### src/rtl/mem_arbiter_pkg.sv
// mem_arbiter_pkg
//   Shared types and constants for the two-port SRAM arbiter:
//   - state_t    : arbiter FSM states (IDLE / ACCESS / RESP)
//   - gnt_idx_t  : index of the granted requester port (0 or 1)
//   - CONSOLE_ADDR : byte address of the console output register
//                    (decoded only when MEMARB_CONSOLE_EN is defined)
package mem_arbiter_pkg;

  typedef enum logic [1:0] {
    IDLE   = 2'd0,
    ACCESS = 2'd1,
    RESP   = 2'd2
  } state_t;

  typedef logic gnt_idx_t;

  localparam logic [31:0] CONSOLE_ADDR = 32'h1000_0000;

endpackage

### src/rtl/rr_arbiter2.sv
// rr_arbiter2
//   Combinational two-request round-robin pick. The caller keeps the
//   last_grant register; this block only decides who wins this cycle.
// Ports:
//   req0, req1  in   request bits of port 0 / port 1
//   last_grant  in   port that won the previous grant
//   gnt         out  winning port index (meaningful when gnt_vld)
//   gnt_vld     out  at least one request present
module rr_arbiter2
  import mem_arbiter_pkg::*;
(
  input  logic     req0,
  input  logic     req1,
  input  gnt_idx_t last_grant,
  output gnt_idx_t gnt,
  output logic     gnt_vld
);

  always_comb begin
    gnt_vld = req0 | req1;
    if (req0 && req1) begin
      // Tie: the port that did not win last time goes now.
      gnt = ~last_grant;
    end else begin
      gnt = req1 ? 1'b1 : 1'b0;
    end
  end

endmodule

### src/rtl/mem_arbiter2.sv
// mem_arbiter2
//   Round-robin arbiter sharing one single-port 32-bit synchronous SRAM
//   between two valid/ready memory masters (port 0 = CPU, port 1 = DMA or
//   loader). One transaction takes three cycles: IDLE (grant and latch),
//   ACCESS (drive SRAM), RESP (ready pulse with read data).
//   Optional feature macro: MEMARB_CONSOLE_EN -- byte writes to
//   0x1000_0000 are diverted to console_valid / console_data.
// Ports:
//   clk, resetn                   clock, asynchronous active-low reset
//   m0_* / m1_*                   requester ports (valid, instr, addr,
//                                 wdata, wstrb in; ready, rdata out)
//   sram_en/we/addr/wdata         SRAM control and write path
//   sram_rdata                    SRAM read data, one cycle after sram_en
//   console_valid, console_data   console byte output (tied 0 when the
//                                 console feature is not built)
module mem_arbiter2
  import mem_arbiter_pkg::*;
#(
  parameter int AW = 16
) (
  input  logic          clk,
  input  logic          resetn,
  input  logic          m0_valid,
  input  logic          m0_instr,
  input  logic [31:0]   m0_addr,
  input  logic [31:0]   m0_wdata,
  input  logic [3:0]    m0_wstrb,
  output logic          m0_ready,
  output logic [31:0]   m0_rdata,
  input  logic          m1_valid,
  input  logic          m1_instr,
  input  logic [31:0]   m1_addr,
  input  logic [31:0]   m1_wdata,
  input  logic [3:0]    m1_wstrb,
  output logic          m1_ready,
  output logic [31:0]   m1_rdata,
  output logic          sram_en,
  output logic [3:0]    sram_we,
  output logic [AW-1:0] sram_addr,
  output logic [31:0]   sram_wdata,
  input  logic [31:0]   sram_rdata,
  output logic          console_valid,
  output logic [7:0]    console_data
);

  state_t      state, state_nxt;
  gnt_idx_t    last_grant, gnt_pick, gnt_q;
  logic        gnt_vld;
  logic        take;
  logic [31:2] addr_q;
  logic [31:0] wdata_q;
  logic [3:0]  wstrb_q;
  logic        in_range;
  logic        is_console;
  logic        sram_hit;
  logic [31:0] resp_rdata;

  // Instruction flags are trace-only and byte-offset bits never reach the
  // word-addressed SRAM.
  logic unused_inputs;
  assign unused_inputs = ^{m0_instr, m1_instr, m0_addr[1:0], m1_addr[1:0]};

  rr_arbiter2 u_rr (
    .req0       (m0_valid),
    .req1       (m1_valid),
    .last_grant (last_grant),
    .gnt        (gnt_pick),
    .gnt_vld    (gnt_vld)
  );

  assign take = (state == IDLE) && gnt_vld;

  // Control state: the only registers that need reset.
  always_ff @(posedge clk or negedge resetn) begin
    if (!resetn) begin
      state      <= IDLE;
      last_grant <= 1'b1;
      gnt_q      <= 1'b0;
    end else begin
      state <= state_nxt;
      if (take) begin
        last_grant <= gnt_pick;
        gnt_q      <= gnt_pick;
      end
    end
  end

  // Request payload capture in IDLE; every output using it is gated by state.
  always_ff @(posedge clk) begin
    if (take) begin
      addr_q  <= gnt_pick ? m1_addr[31:2] : m0_addr[31:2];
      wdata_q <= gnt_pick ? m1_wdata      : m0_wdata;
      wstrb_q <= gnt_pick ? m1_wstrb      : m0_wstrb;
    end
  end

  assign in_range = (addr_q[31:AW+2] == '0);

`ifdef MEMARB_CONSOLE_EN
  assign is_console    = ({addr_q, 2'b00} == CONSOLE_ADDR);
  assign console_valid = (state == RESP) && is_console && wstrb_q[0];
  assign console_data  = console_valid ? wdata_q[7:0] : 8'h00;
`else
  assign is_console    = 1'b0;
  assign console_valid = 1'b0;
  assign console_data  = 8'h00;
`endif

  // Console address wins over the SRAM window should they ever overlap.
  assign sram_hit = in_range && !is_console;

  always_comb begin
    state_nxt = state;
    case (state)
      IDLE:    if (gnt_vld) state_nxt = ACCESS;
      ACCESS:  state_nxt = RESP;
      RESP:    state_nxt = IDLE;
      default: state_nxt = IDLE;
    endcase
  end

  always_comb begin
    sram_en    = 1'b0;
    sram_we    = 4'b0000;
    sram_addr  = '0;
    sram_wdata = '0;
    m0_ready   = 1'b0;
    m1_ready   = 1'b0;
    m0_rdata   = '0;
    m1_rdata   = '0;
    resp_rdata = '0;

    if ((state == ACCESS) && sram_hit) begin
      sram_en    = 1'b1;
      sram_we    = wstrb_q;
      sram_addr  = addr_q[AW+1:2];
      sram_wdata = wdata_q;
    end

    if (state == RESP) begin
      // Only an in-range read returns SRAM data; writes, console and
      // out-of-range accesses complete with zero.
      if (sram_hit && (wstrb_q == 4'b0000)) begin
        resp_rdata = sram_rdata;
      end
      if (gnt_q) begin
        m1_ready = 1'b1;
        m1_rdata = resp_rdata;
      end else begin
        m0_ready = 1'b1;
        m0_rdata = resp_rdata;
      end
    end
  end

endmodule

### config.mk
export PLATFORM = sky130hd
export DESIGN_NAME = mem_arbiter2
export DESIGN_NICKNAME = d
export VERILOG_FILES = /design/src/rtl/mem_arbiter_pkg.sv /design/src/rtl/rr_arbiter2.sv /design/src/rtl/mem_arbiter2.sv
export SDC_FILE = /design/constraint.sdc
export NUM_CORES = 1
export LEC_CHECK = 0
export BUFFER_PORTS_ARGS = -buffer_cell sky130_fd_sc_hd__buf_2
export CAP_MARGIN = 25
export CORE_AREA = 2 2 117 119
export CTS_CLUSTER_SIZE = 24
export DETAILED_ROUTE_END_ITERATION = 10
export DIE_AREA = 0 0 119 121
export PLACE_DENSITY = 0.66
export SLEW_MARGIN = 20
export SYNTH_ARGS = -nofsm -noshare
export SYNTH_HDL_FRONTEND = slang
export SYNTH_SLANG_ARGS = --single-unit
### constraint.sdc
create_clock -name clk -period 2.7 [get_ports clk]
set_input_delay 0.54 -clock clk [delete_from_list [all_inputs] [get_ports clk]]
set_output_delay 0.54 -clock clk [all_outputs]
set_load 0.005 [all_outputs]
==> results of run 1 <==
==> what timing repair did <==
action / CTS / global route
resized for setup: 1 / 3
endpoints found under the setup margin: 2 / 32
cloned: 0 / 0
==> path summary, 6_finish.rpt <==
check                           start       endpoint  slack, ns
max                        addr_q[26]  sram_addr[14]       0.18
min                            resetn          gnt_q       0.02
max reg2reg                  state[1]     addr_q[27]       0.82
min reg2reg                  state[1]       state[1]       0.51
max in group asynchronous      resetn     last_grant       2.47
min in group clk             m0_valid     last_grant       0.47
==> cells in the final DEF, fill, tap and decap left out <==
| master | n |
|---|---|
| a21boi_4 | 1 |
| a21oi_1 | 1 |
| a31oi_1 | 1 |
| and2_1 | 52 |
| and3b_1 | 1 |
| and4_1 | 1 |
| buf_12 | 3 |
| buf_2 | 286 |
| buf_4 | 10 |
| buf_6 | 1 |
| clkbuf_1 | 1 |
| clkbuf_16 | 9 |
| clkinv_2 | 1 |
| clkinv_4 | 1 |
| clkinvlp_4 | 2 |
| conb_1 | 9 |
| dfrtp_1 | 3 |
| dfstp_2 | 1 |
| diode_2 | 1 |
| edfxtp_1 | 66 |
| inv_1 | 1 |
| inv_6 | 2 |
| mux2_2 | 66 |
| nand2_1 | 33 |
| nand2_4 | 1 |
| nand3_1 | 2 |
| nor2_1 | 2 |
| nor2b_1 | 1 |
| nor3_1 | 64 |
| nor3b_2 | 1 |
| nor4_1 | 1 |
| nor4_4 | 3 |
| nor4b_1 | 1 |
| o21a_1 | 1 |
| o21a_4 | 1 |
| o21ai_0 | 1 |
==> through the flow <==
step,util [%],instances,hold slack [ns]
after floorplan,-,352,0.244
after global placement,42.8,791,0.349
after detailed placement,42.8,791,0.354
after CTS,45.0,807,0.00171
after global routing,45.2,808,0.00342
final,45.2,808,0.0179
==> report_power, final <==
group | internal [mW] | switching (mW)
Clock | 0.628 | 0.460
Sequential | 1.68 | 0.133
Combinational | 0.371 | 0.459
Total | 2.68 | 1.05
==> worst max-delay path: stages, from the launching register on <==
cell and delay, ns:
edfxtp_1 0.41, nor4_4 0.38, and4_1 0.31, buf_4 0.26, and2_1 0.17, buf_2 0.11
==> cells by family after synthesis <==
group,Yosys count
compound gates,6
simple gates,163
buf+inv,38
mux,66
other cells,1
flops,70
==> Yosys cell counts (2+ instances only) <==
library cell	instances	area share, %
and2_1	52	8.2
buf_2	9	1.1
buf_4	18	3.4
clkbuf_1	9	0.85
dfrtp_1	3	1.9
edfxtp_1	66	50
mux2_2	66	19
nand2_1	34	3.2
nand3_1	2	0.25
nor2_1	2	0.19
nor3_1	64	8.1
nor4_2	2	0.63
o21a_1	2	0.38
==> layout make-up <==
class	count	share of cell area [%]
flip-flops and latches	70	35.2
clock buffers	10	3.87
diodes	1	0.0423
multi-input cells	244	29.6
repair buffers	300	26.7
clock inverters	6	0.783
inverters	1	0.0635
well taps	176	3.73
==> flip-flops by register name, summed over array words and instances (netlist names) <==
signal      cells
wdata_q        32
gnt_q           1
last_grant      1
wstrb_q         4
addr_q         30
state           2
==> metal layers <==
layer	vias up	wire length (um)
met4	2	145
li1	1789	-
met2	195	6130
met3	14	925
met1	1682	4220
met5	-	11
==> run_results.csv, run 1 <==
group,metric,value,unit
placement,portBuffers,286,
critical_path,arrival,1.98,ns
critical_path,cp.required,2.16,ns
final_layout,final_nets,800,
synthesis,synth_simple_gate_area_share,22.3,%
synthesis,synth_cell_types,28,
grt,antenna_found_initial,2,
floorplan,core,13100,sq um
power_and_ir_drop,leakage,2.73,nW
floorplan,die_h,121,um
critical_path,worstRegToRegCells,3,
worst_hold_path,hold_path_class,"input pin to async pin",
floorplan,ios,302,
sta,slew_violations,0,
grt,grt_busiest_layer,"met2",
critical_path,crit_type,"flip-flop to output pin",
grt,met1_usage,15.7,%
detailed_routing,vias_per_cell,4.56,
synthesis,syn_avg_cell_area,11.6,sq um
synthesis,synthesis.area,3980,sq um
clock_tree,ctsHoldBuffers,0,
final_layout,postLayoutCellArea,5910,sq um
power_and_ir_drop,vdd_drop_max,0.304,mV
placement,gp_congestion,0.773,
synthesis,yosys_warnings,0,
grt,grt_max_degree,66,
sta,fmax,396,MHz
floorplan,row_count,42,
clock_tree,cts_buffer_depth,2,
synthesis,synth-xor-area-share,0,%
placement,placed_cell_area,5610,sq um
final_layout,area_delta_synth_final,48.6,%
detailed_routing,routed_wl,11.4,mm
clock_tree,cts_tree,"yes",
critical_path,endpoint_kind,"output pin",
synthesis,synth_top_family_by_area,"simple AND/OR/NAND/NOR gates",
placement,dp_slack,0.331,ns
clock_tree,post_cts_buffers,0,
synthesis,async_flop_share,5.71,%
clock_tree,clkLatencyLatePin,0.33,ns
grt,overflow,0,
synthesis,synth_fa_ha_area_share,0,%
sta,period_share,93.4,%
final_layout,drive_gt1_share,61.6,%
sta,rsz0062_at_grt,"no",
sta,tightest_slew,0.523,ns
detailed_routing,drtPass1Iterations,4,
clock_tree,path_clk_slew,0.06,ns
sta,maxSlewHeadroom,65.2,%
power_and_ir_drop,power.density,631,nW/um^2
synthesis,synthMuxAreaShare,18.7,%
sta,fin_ws,0.178,ns
final_layout,multiInputGateArea,1750,sq um
detailed_routing,num_vias,3682,
critical_path,path_max_fanout,23,
floorplan,die_x,119,um
synthesis,synth_cells,344,
detailed_routing,drtIter0Drc,137,
final_layout,n_fill_cell,1216,
synthesis,synth_ff_type,"edfxtp_1",
clock_tree,cts_made_buffers,9,
grt,gr-usage-met3,5.08,%
sta,setup_viol,0,
clock_tree,htreeDepth,3,
sta,finalHoldViolations,0,
synthesis,ys_ff_latch,70,
synthesis,synth_compound_area_share,0.975,%
detailed_routing,postRouteAntennaNets,0,
placement,dp.final_hpwl,8.89,mm
grt,use_met2,29.8,%
synthesis,ys_seq_area_share,52.4,%
job,drv.max_cap_violation_count,0,
final_layout,regArea,2080,sq um
detailed_routing,avgRoutedWirePerCell,14.1,um
clock_tree,cts_sinks,70,
sta,period_needed,2.52,ns
grt,track_usage,15.4,%
floorplan,start_util,30.4,%
grt,grt_pass1_vias,3623,
clock_tree,root_buffer,"clkbuf_16",
critical_path,startpoint_type,"flip-flop",
power_and_ir_drop,p_total,3.73,mW
detailed_routing,drc,0,
sta,fin_setup_tns,0,ns
grt,grt_pass1_wl,17.3,mm
sta,skew,0.00686,ns
synthesis,synth-edff-count,66,
status,outcome,"finished clean",
floorplan,dieArea,14400,sq um
No activity file was read; power rests on OpenSTA's default activity.
==> run 2: changes to the inputs <==
- PLACE_DENSITY: 0.66 -> default
- PLACE_DENSITY_LB_ADDON: default -> 0.12
==> run 2 against run 1 <==
  * Clock power increased by 6%
  * Utilization decreased by 0.42 points
  * Register-to-register slack improved by 0.16 ns
  * Global-route usage increased by 0.14 points
  * Worst hold slack improved by 0.42 ns
  * Flip-flop and latch count unchanged
  * Setup slack improved by 0.014 ns
  * Non-clock buffer count decreased by 3
==> run_results.csv, run 2 (synthesis gave the netlist of run 1 again) <==
group,metric,value,unit
status,outcome,"finished clean",
placement,dp.final_hpwl,8.66,mm
detailed_routing,avgRoutedWirePerCell,14.0,um
floorplan,ios,302,
clock_tree,cts_buffer_depth,2,
detailed_routing,drc,0,
power_and_ir_drop,combPwrFrac,20.9,%
clock_tree,cts_tree,"yes",
power_and_ir_drop,p_total,3.74,mW
sta,period_needed,2.51,ns
clock_tree,htreeDepth,3,
critical_path,crit_type,"flip-flop to output pin",
final_layout,layout_commonest_cell,"buf_2",
detailed_routing,routed_wl,11.3,mm
floorplan,dieArea,14400,sq um
final_layout,largest_reg_flops,32,
critical_path,cp.required,2.16,ns
clock_tree,clkLatencyLatePin,0.33,ns
sta,tightest_slew,0.576,ns
final_layout,diodes,0,
floorplan,die_h,121,um
sta,setup_viol,0,
power_and_ir_drop,clockPowerShare,30.8,%
sta,fin_hold_ws,0.436,ns
critical_path,startpoint_type,"flip-flop",
sta,slew_violations,0,
detailed_routing,num_vias,3608,
power_and_ir_drop,vdd_drop_max,0.337,mV
floorplan,start_util,30.4,%
placement,portBuffers,286,
critical_path,crit_slowest_cell,"edfxtp_1",
sta,skew,0.00421,ns
placement,placed_cell_area,5550,sq um
detailed_routing,vias_per_cell,4.49,
critical_path,path_max_fanout,42,
critical_path,endpoint_kind,"output pin",
final_layout,top_regs,"wdata_q x32, addr_q x30, wstrb_q x4",
grt,overflow,0,
sta,finalHoldViolations,0,
floorplan,row_count,42,
detailed_routing,postRouteAntennaNets,0,
sta,maxSlewHeadroom,61.6,%
sta,fmax,399,MHz
final_layout,drive_gt1_share,61.0,%
sta,period_share,92.9,%
critical_path,arrival,1.97,ns
floorplan,die_x,119,um
critical_path,cp_cell_sequence,"nor4_4, and4_1, buf_12, and2_1, buf_2",
grt,grt_pass1_vias,3648,
clock_tree,root_buffer,"clkbuf_16",
power_and_ir_drop,power.density,638,nW/um^2
power_and_ir_drop,internal_power,2.73,mW
sta,rsz0062_at_grt,"no",
final_layout,postLayoutCellArea,5860,sq um
detailed_routing,drtIter0Drc,76,
grt,grt_max_degree,65,
power_and_ir_drop,p_seq_share,48.3,%
job,drv.max_cap_violation_count,0,
final_layout,final_nets,797,
worst_hold_path,hold_path_class,"input pin to flip-flop",
floorplan,core,13100,sq um
grt,antenna_found_initial,0,
clock_tree,cts_made_buffers,9,
power_and_ir_drop,p_switching,1.01,mW
power_and_ir_drop,leakage,2.70,nW
power_and_ir_drop,swShare,26.9,%
grt,grt_pass1_wl,17.4,mm
clock_tree,path_clk_slew,0.06,ns
final_layout,final_cell_mix,"286 x buf_2, 66 x mux2_2, 66 x edfxtp_1",
critical_path,critPathMaxStageDelay,0.41,ns
clock_tree,cts_sinks,70,
grt,track_usage,15.5,%
detailed_routing,drtPass1Iterations,4,
final_layout,largest-register,"wdata_q",
final_layout,area_delta_synth_final,47.2,%
sta,fin_setup_tns,0,ns
placement,gp_congestion,0.778,
## run 2: stage by stage
| step | worst slack, ns | util (%) | instances |
|---|---|---|---|
| CTS | 0.0144 | 44.7 | 804 |
| global placement | 0.395 | 42.4 | 787 |
| detailed placement | 0.385 | 42.4 | 787 |
| floorplan | 0.0739 | - | 352 |
| finish | 0.192 | 44.8 | 804 |
| global route | 0.0313 | 44.8 | 804 |
## run 2: power groups by stage
stage | sequential, mW | clock, mW | combinational (mW)
final | 1.81 | 1.15 | 0.779
after detailed placement | 1.83 | 0 | 0.798
after CTS | 1.81 | 1.19 | 0.801
after global routing | 1.85 | 1.23 | 0.872
after global placement | 1.81 | 0 | 0.779
after floorplan | 1.80 | 0 | 0.520
## run 2: worst max-delay path: cells and delay by family, from the launching register on
family | cells | cell delay, ns
buffers and inverters | 2 | 0.33
flip-flops | 1 | 0.41
AND/OR/NAND/NOR | 3 | 0.88
## run 2: cell type report
| cell class | instances | area [sq um] |
|---|---|---|
| fill | 1242 | 7230 |
| inverter | 1 | 3.75 |
| multi-input combinational | 244 | 1730 |
| clock inverter | 6 | 62.6 |
| clock buffer | 10 | 229 |
| timing repair buffer | 297 | 1530 |
| tap | 176 | 220 |
| sequential | 70 | 2080 |
## run 2: worst paths after layout
| check | startpoint | end | slack, ns | cells past startpoint |
|---|---|---|---|---|
| hold reg to reg | state[1] | state[1] | 0.51 | 1 |
| max in group asynchronous | resetn | last_grant | 1.90 | 2 |
| setup reg to reg | state[1] | addr_q[10] | 0.98 | 3 |
| hold / removal | m0_valid | last_grant | 0.44 | 2 |
| setup / recovery | addr_q[26] | sram_we[1] | 0.19 | 5 |
| min in group asynchronous | resetn | gnt_q | 0.59 | 2 |
## run 2: what timing repair did
| item | CTS | global route |
|---|---|---|
| setup buffers | 0 | 0 |
| endpoints found under the setup margin | 0 | 43 |
| hold buffers | 1 | 0 |
| resized for setup | 0 | 1 |
| endpoints found under the hold margin | 3 | 0 |
## run 2: metal layers
metal  vias to the layer above  GRT usage [%]  routed length [um]
met5                         -              0                   0
met4                         0           5.88                 167
met3                        11           5.78                1140
met2                       186           29.8                5920
met1                      1630           14.9                4050
li1                       1781              -                   -
